===== src/rtl/oric_ram_arbiter.sv =====
// Oric 48K main RAM arbiter: video > cpu > downloader, with starvation relief for the downloader.
// Optional build macro ARB_ROM_PROTECT_EN blocks CPU writes to 0xC000-0xFFFF.
module oric_ram_arbiter #(
  parameter int AW         = 16,
  parameter int DW         = 8,
  parameter int STARVE_MAX = 4
) (
  input  logic          clk_sys,
  input  logic          RESET,
  input  logic          vid_req,
  input  logic [AW-1:0] vid_addr,
  output logic          vid_ack,
  input  logic          cpu_req,
  input  logic          cpu_we,
  input  logic [AW-1:0] cpu_addr,
  input  logic [DW-1:0] cpu_din,
  output logic          cpu_ack,
  input  logic          dl_req,
  input  logic [AW-1:0] dl_addr,
  input  logic [DW-1:0] dl_din,
  output logic          dl_ack,
  output logic [DW-1:0] rdata,
  output logic          ram_ce,
  output logic          ram_we,
  output logic [AW-1:0] ram_addr,
  output logic [DW-1:0] ram_din,
  input  logic [DW-1:0] ram_dout,
  output logic          busy
);

  localparam logic [3:0] STARVE_LIM = 4'(STARVE_MAX);

  typedef enum logic [1:0] {IDLE, CYCLE, WAIT, DONE} state_t;
  typedef enum logic [1:0] {WIN_VID, WIN_CPU, WIN_DL} win_t;

  state_t     state;
  win_t       win;
  logic [3:0] starve;

  logic dl_force;
  logic grant_cpu;
  logic grant_dl;
  logic cpu_wr;

  always_comb begin
    dl_force  = dl_req && (starve == STARVE_LIM);
    grant_dl  = !vid_req && dl_req && (dl_force || !cpu_req);
    grant_cpu = !vid_req && cpu_req && !dl_force;
`ifdef ARB_ROM_PROTECT_EN
    // ROM shadow: the access still runs and acks, only the strobe is dropped
    cpu_wr    = cpu_we && (cpu_addr[AW-1:AW-2] != 2'b11);
`else
    cpu_wr    = cpu_we;
`endif
  end

  always_ff @(posedge clk_sys) begin
    if (RESET) begin
      state    <= IDLE;
      win      <= WIN_VID;
      starve   <= '0;
      ram_ce   <= 1'b0;
      ram_we   <= 1'b0;
      ram_addr <= '0;
      ram_din  <= '0;
      rdata    <= '0;
      vid_ack  <= 1'b0;
      cpu_ack  <= 1'b0;
      dl_ack   <= 1'b0;
      busy     <= 1'b0;
    end else begin
      vid_ack <= 1'b0;
      cpu_ack <= 1'b0;
      dl_ack  <= 1'b0;
      case (state)
        IDLE: begin
          if (!dl_req || grant_dl)
            starve <= '0;
          else if (grant_cpu && (starve != STARVE_LIM))
            starve <= starve + 4'd1;

          if (vid_req) begin
            win      <= WIN_VID;
            ram_addr <= vid_addr;
            ram_we   <= 1'b0;
          end else if (grant_cpu) begin
            win      <= WIN_CPU;
            ram_addr <= cpu_addr;
            ram_din  <= cpu_din;
            ram_we   <= cpu_wr;
          end else if (grant_dl) begin
            win      <= WIN_DL;
            ram_addr <= dl_addr;
            ram_din  <= dl_din;
            ram_we   <= 1'b1;
          end

          if (vid_req || cpu_req || dl_req) begin
            state  <= CYCLE;
            ram_ce <= 1'b1;
            busy   <= 1'b1;
          end
        end
        CYCLE: begin
          ram_ce <= 1'b0;
          ram_we <= 1'b0;
          state  <= WAIT;
        end
        WAIT: begin
          rdata <= ram_dout;
          state <= DONE;
          case (win)
            WIN_VID: vid_ack <= 1'b1;
            WIN_CPU: cpu_ack <= 1'b1;
            WIN_DL:  dl_ack  <= 1'b1;
            default: ;
          endcase
        end
        DONE: begin
          busy  <= 1'b0;
          state <= IDLE;
        end
        default: state <= IDLE;
      endcase
    end
  end

endmodule


===== config.mk =====
export PLATFORM = sky130hd
export DESIGN_NAME = oric_ram_arbiter
export DESIGN_NICKNAME = d
export VERILOG_FILES = /design/src/rtl/oric_ram_arbiter.sv
export SDC_FILE = /design/constraint.sdc
export NUM_CORES = 1
export LEC_CHECK = 0
export ABC_CLOCK_PERIOD_IN_PS = 5600
export CAP_MARGIN = 20
export CORE_UTILIZATION = 40
export DETAILED_ROUTE_END_ITERATION = 12
export DONT_BUFFER_PORTS = 1
export PLACE_DENSITY = 0.63
export SLEW_MARGIN = 15
export SYNTH_ARGS = -nofsm -noshare
export SYNTH_HDL_FRONTEND = slang
export SYNTH_SLANG_ARGS = --single-unit

===== constraint.sdc =====
create_clock -name clk_sys -period 5.6 [get_ports clk_sys]
set_clock_uncertainty 0.15 [all_clocks]
set_input_delay 1.68 -clock clk_sys [delete_from_list [all_inputs] [get_ports clk_sys]]
set_output_delay 1.68 -clock clk_sys [all_outputs]
set_load 0.02 [all_outputs]

# Word level (Yosys, flattened, before mapping)
# Index checks and enable logic that the tools add are counted.
[classes]
addsub = 1
n_eq_ne = 9
muxes = 22
bitwise_logic = 2
n_reduce_logical = 28
[ops]
columns = ["operator", "count"]
rows = [
  ["16-bit two-way mux", 3],
  ["8-bit two-way mux", 2],
  ["2-bit AND reduction", 5],
  ["2-bit two-way mux", 4],
  ["4-bit two-way mux", 2],
  ["2-bit one-hot mux with 4 select lines", 1],
  ["2-bit nonzero test", 4],
  ["1-bit two-way mux", 7],
  ["2-bit == test (second input constant)", 3],
  ["1-bit logical AND", 6],
  ["1-bit one-hot mux with 2 select lines", 3],
  ["4-bit by 1-bit adder with 4-bit output (second input constant)", 1],
  ["2-bit by 1-bit == test with 1-bit output (second input constant)", 2],
  ["4-bit by 3-bit == test with 1-bit output (second input constant)", 1],
  ["1-bit logical NOT", 4],
  ["2-bit logical NOT", 2],
  ["1-bit logical OR", 4],
  ["4-bit by 3-bit != test with 1-bit output (second input constant)", 1],
  ["4-bit != test (second input constant)", 1],
  ["3-bit AND reduction", 1],
  ["3-bit nonzero test", 1],
  ["2-bit != test (second input constant)", 1],
  ["1-bit NOT", 2],
  ["2-bit OR reduction", 1],
]
[totals]
ff_bits = 46
elab_cells = 74

# Depth between registers and ports, before layout
[depth]
depth_word = 8
mapped_depth = 8
depth_no_buf = 5

# Least setup slack after synthesis
# No wires, ideal clock.
[synth_path]
kind = "input port to flip-flop"
start = "input port dl_req"
end = "register ram_addr[13]"
arrival_ns = 2.636
required_time_ns = 5.326
slack_ns = 2.690
cell_stages = 6
cell_sequence = "buf_4 -> o31a_1 -> buf_2 -> buf_2 -> o221ai_1 -> a31oi_1"
[synth_between]
elab_chain_len = 5
word_cells_on_any_way = 10
cone_classes = "mux (2); reduce/logical (8)"
[synth_rtl]
columns = ["element", "line_no", "source"]
rows = [
  ["start, declared", "18", "input logic dl_req,"],
  ["1-bit logical AND", "46", "dl_force = dl_req && (starve == STARVE_LIM);"],
  ["1-bit logical NOT / 1-bit logical OR (equally long branches)", "48, 47", ""],
  ["1-bit logical AND, on equally long branches", "48, 47", ""],
  ["3-bit nonzero test (no line) / 16-bit two-way mux (equally long branches)", "--", ""],
  ["2-bit AND reduction (no line) / 16-bit two-way mux (equally long branches)", "--", ""],
  ["end signal, assigned", "84", "ram_addr <= vid_addr;"],
  ["end signal, assigned", "88", "ram_addr <= cpu_addr;"],
  ["end signal, assigned", "93", "ram_addr <= dl_addr;"],
  ["end, declared", "25", "output logic [AW-1:0] ram_addr,"],
]
# Parallel ways exist; a longest one is shown, timed or not.
# A chain may end at the register's enable or synchronous reset.

# Worst setup path after layout
[layout_path]
start = "input port vid_req"
end = "register ram_din[1]"
[layout_between]
elab_chain_len = 5
word_cells_on_any_way = 9
cone_classes = "mux (1); bitwise (1); reduce/logical (7)"
[layout_rtl]
columns = ["element", "line_no", "source"]
rows = [
  ["start, declared", "10", "input logic vid_req,"],
  ["1-bit logical NOT", "47, 48", ""],
  ["1-bit logical AND, on equally long branches (2 in a row)", "48, 47", ""],
  ["2-bit nonzero test (no line)", "--", ""],
  ["3-bit AND reduction (no line)", "--", ""],
  ["end signal, assigned", "89", "ram_din <= cpu_din;"],
  ["end signal, assigned", "94", "ram_din <= dl_din;"],
  ["end, declared", "26", "output logic [DW-1:0] ram_din,"],
]
# Parallel ways exist; a longest one is shown, timed or not.

==> summary.md <==
| Metric | Value |
|---|---|
| Post-CTS setup buffers | `0` |
| Final Power | `between 1 and 1.5 mW` |
| Input/output buffers | `0` |
| Initial detailed-routing violation count | `88` |
| Routed length per instance | `approximately 19 um` |
| CTS clk-pin slew, worst paths | `about 100 ps` |
| Drt pass-1 iters | `4` |
| Ys async rst share | `0` |
| Critical Path, Cell by Cell | `nor2b_1 -> and2_1 -> a311oi_1` |
| Final hold vios | `0` |
| Synth Register Bits | `46` |
| Num CTS Buffers | `5` |
| Estimated wirelength of the detail-placed design | `between 4 and 5 mm` |
| RSZ-0062 raised after global routing | `false` |
| H-tree depth | `2` |
| # IOs | `116` |
| Static leakage | `between 0.7 and 0.8 nW` |
| CP delay by family, top | `simple AND/OR/NAND/NOR gates` |
| Worst setup path class | `input port to flip-flop` |
| Via/cell ratio | `a little over 6` |
| Worst Slack Setup Final | `2450 ps` |
| Post-synth cell types | `38` |
| Cts repair resizes | `0` |
| Synthesized area | `approximately 2300 um^2` |
| Antenna viol nets, final | `0` |
| Setup TNS | `0 ps` |
| Fmax | `roughly 320 MHz` |
| Clk_lat worst skew | `300 ps` |
| Final setup vio count | `0` |
| Initial antenna violation count | `0` |
| Max-slew violations | `0` |
| Routability cong. | `between 0.6 and 0.7` |
| # fillers | `roughly 590` |
| Total grt overflow | `0` |
| VDD IR max | `roughly 0.16 mV` |
| PwrDens | `roughly 450 nW/um^2` |
| Crit end category | `flip-flop` |
| EDFF count, synth | `0` |
| CTS max path bufs | `2` |
| Seq/Total Area, Yosys | `0.405` |
| Fin crit share | `0.563` |
| Pre-CTS WS | `around 2200 ps` |
| Worst endpoint required time | `roughly 5600 ps` |
| Die area | `6000 um^2` |
| Net Count, Synth | `between 300 and 400` |
| Clock root buffer | `clkbuf_8` |
| Run status | `completed` |
| Total Routing Usage GR | `0.199` |
| Relative slew slack | `0.273` |
| DRT Wirelength | `6.00 mm` |
| Ys Warns | `0` |
| Avg Synthesized Cell Area | `8.65 um^2` |
| Syn-to-layout area delta | `2.31%` |
| Die H | `around 77 um` |
| Overall via count from detail_route | `1,970` |
| Slowest stage delay, CP | `a little over 700 ps` |
| # rows | `27` |
| DRC violations left | `0` |
| Ant. Diodes | `0` |
| Area leader, netlist | `dfxtp_1` |
| Initial core utilization | `0.413` |
| Ranking of synthesized cells by area | `dfxtp_1 40%, o21ai_0 6.4%, nand3_1 5.7%` |
| CTS Sinks | `between 40 and 50` |
| Crit-path max FO | `19` |
| Slowest stage cell, crit path | `and2_1` |
| CTS tree | `done` |
| Largest net degree at the start of global routing | `30` |
| Buf/Inv on CP | `0` |
| Dominant synthesized flop cell | `dfxtp_1` |
| Fin util | `0.423` |
| Die W | `between 70 and 80 um` |
| Max Cap Viol | `0` |
| Critical path arrival | `3140 ps` |
| # hold bufs at CTS | `0` |
| Share of layout cells above drive strength 1 | `0.0531` |
| Period minus WS final | `3150 ps` |
| Area share of the largest cell type after synthesis | `0.405` |
| Startpoint Class | `input port` |
| Layout Nets | `roughly 330` |
| First-pass GRT wire length | `9.36 mm` |
| Post-Syn Instances | `around 260` |
| Worst Hold Class | `flip-flop to flip-flop` |
| Least-Margin Pin Slew | `between 1000 and 1500 ps` |
| Core ar. | `5510 um^2` |
| Vias in the first global route | `~1,900` |
-- through the flow --
step / area (um^2) / std cells / hold WS [ps]
after global routing: 2330 / 317 / 367
after CTS: 2330 / 317 / 341
final: 2330 / 317 / 332
after floorplan: 2280 / 263 / 286
after global placement: 2230 / 309 / 319
after detailed placement: 2230 / 309 / 327
-- cells in the final DEF, fill, tap and decap left out, drive strengths merged --
master and n:
a211oi 3, a21bo 1, a21boi 1, a21oi 16, a22oi 3, a311oi 8, a31oi 19, and2 1
and4b 1, clkbuf 5, clkinv 1, dfxtp 46, ha 7, inv 13, mux2i 9, nand2 9
nand2b 4, nand3 26, nand4b 1, nor2 11, nor2b 2, nor3 2, nor4b 2, nor4bb 2
o211ai 4, o21ai 29, o221ai 11, o31a 1, o31ai 1, o41ai 1, or2 1, or3 2
or4 1, or4b 1
-- metal layers --
metal	routed length (um)	track usage
met4	41	0.0509
met3	747	0.109
met5	0	0
met2	2870	0.335
met1	2350	0.215
-- cells by family after synthesis --
family,count (synthesis),synth area share
buffers and inverters,37,0.0775
AO/OA/AOI/OAI,98,0.276
flip-flops,46,0.405
AND/OR/NAND/NOR,66,0.164
adder cells (fa/ha/maj),7,0.0385
multiplexers,9,0.0396
-- final timing paths --
path / startpoint / to / slack (ps) / cells past startpoint
worst max-delay path: vid_req / ram_din[1] / 2450 / 3
worst min-delay path: win[0] / vid_ack / 330 / 1
worst max register to register: state[0] / ram_din[1] / 2930 / 5
worst min register to register: win[0] / vid_ack / 330 / 1
-- flip-flops by register name (all words and copies together) (netlist names) --
signal,flops
ram_din,8
vid_ack,1
busy,1
rdata,8
cpu_ack,1
win,2
ram_we,1
state,2
ram_ce,1
ram_addr,16
starve,4
dl_ack,1
-- worst register-to-register path: stages, from the launching register on --
cell and delay (ps):
dfxtp_1 340, inv_1 120, ha_1 340, nor2b_1 660, and2_1 710, a311oi_1 180
-- area by class of cell --
type,instances,area (um^2),area share
multi-input combinational,180,1180,0.507
sequential,46,921,0.395
tap,72,90.1,0.0387
clock buffer,5,68.8,0.0296
inverter,11,41.3,0.0177
clock inverter,3,26.3,0.0113
-- Yosys cell counts (4+ instances only) --
| cell | number |
|---|---|
| a311oi_1 | 8 |
| o211ai_1 | 4 |
| buf_2 | 12 |
| o21ai_0 | 29 |
| a31oi_1 | 19 |
| nand2_1 | 9 |
| a21oi_1 | 16 |
| nand3_1 | 26 |
| dfxtp_1 | 46 |
| nor2_1 | 11 |
| o221ai_1 | 11 |
| ha_1 | 7 |
| inv_1 | 10 |
| nand2b_1 | 4 |
| mux2i_1 | 9 |
| clkbuf_1 | 10 |
-- where the power goes --
part	switching (mW)	total, mW	internal, mW
Clock	0.125	0.218	0.0929
Sequential	0.140	0.548	0.408
Combinational	0.160	0.274	0.113
Total	0.426	1.04	0.614
(Power assumes the default switching activity.)
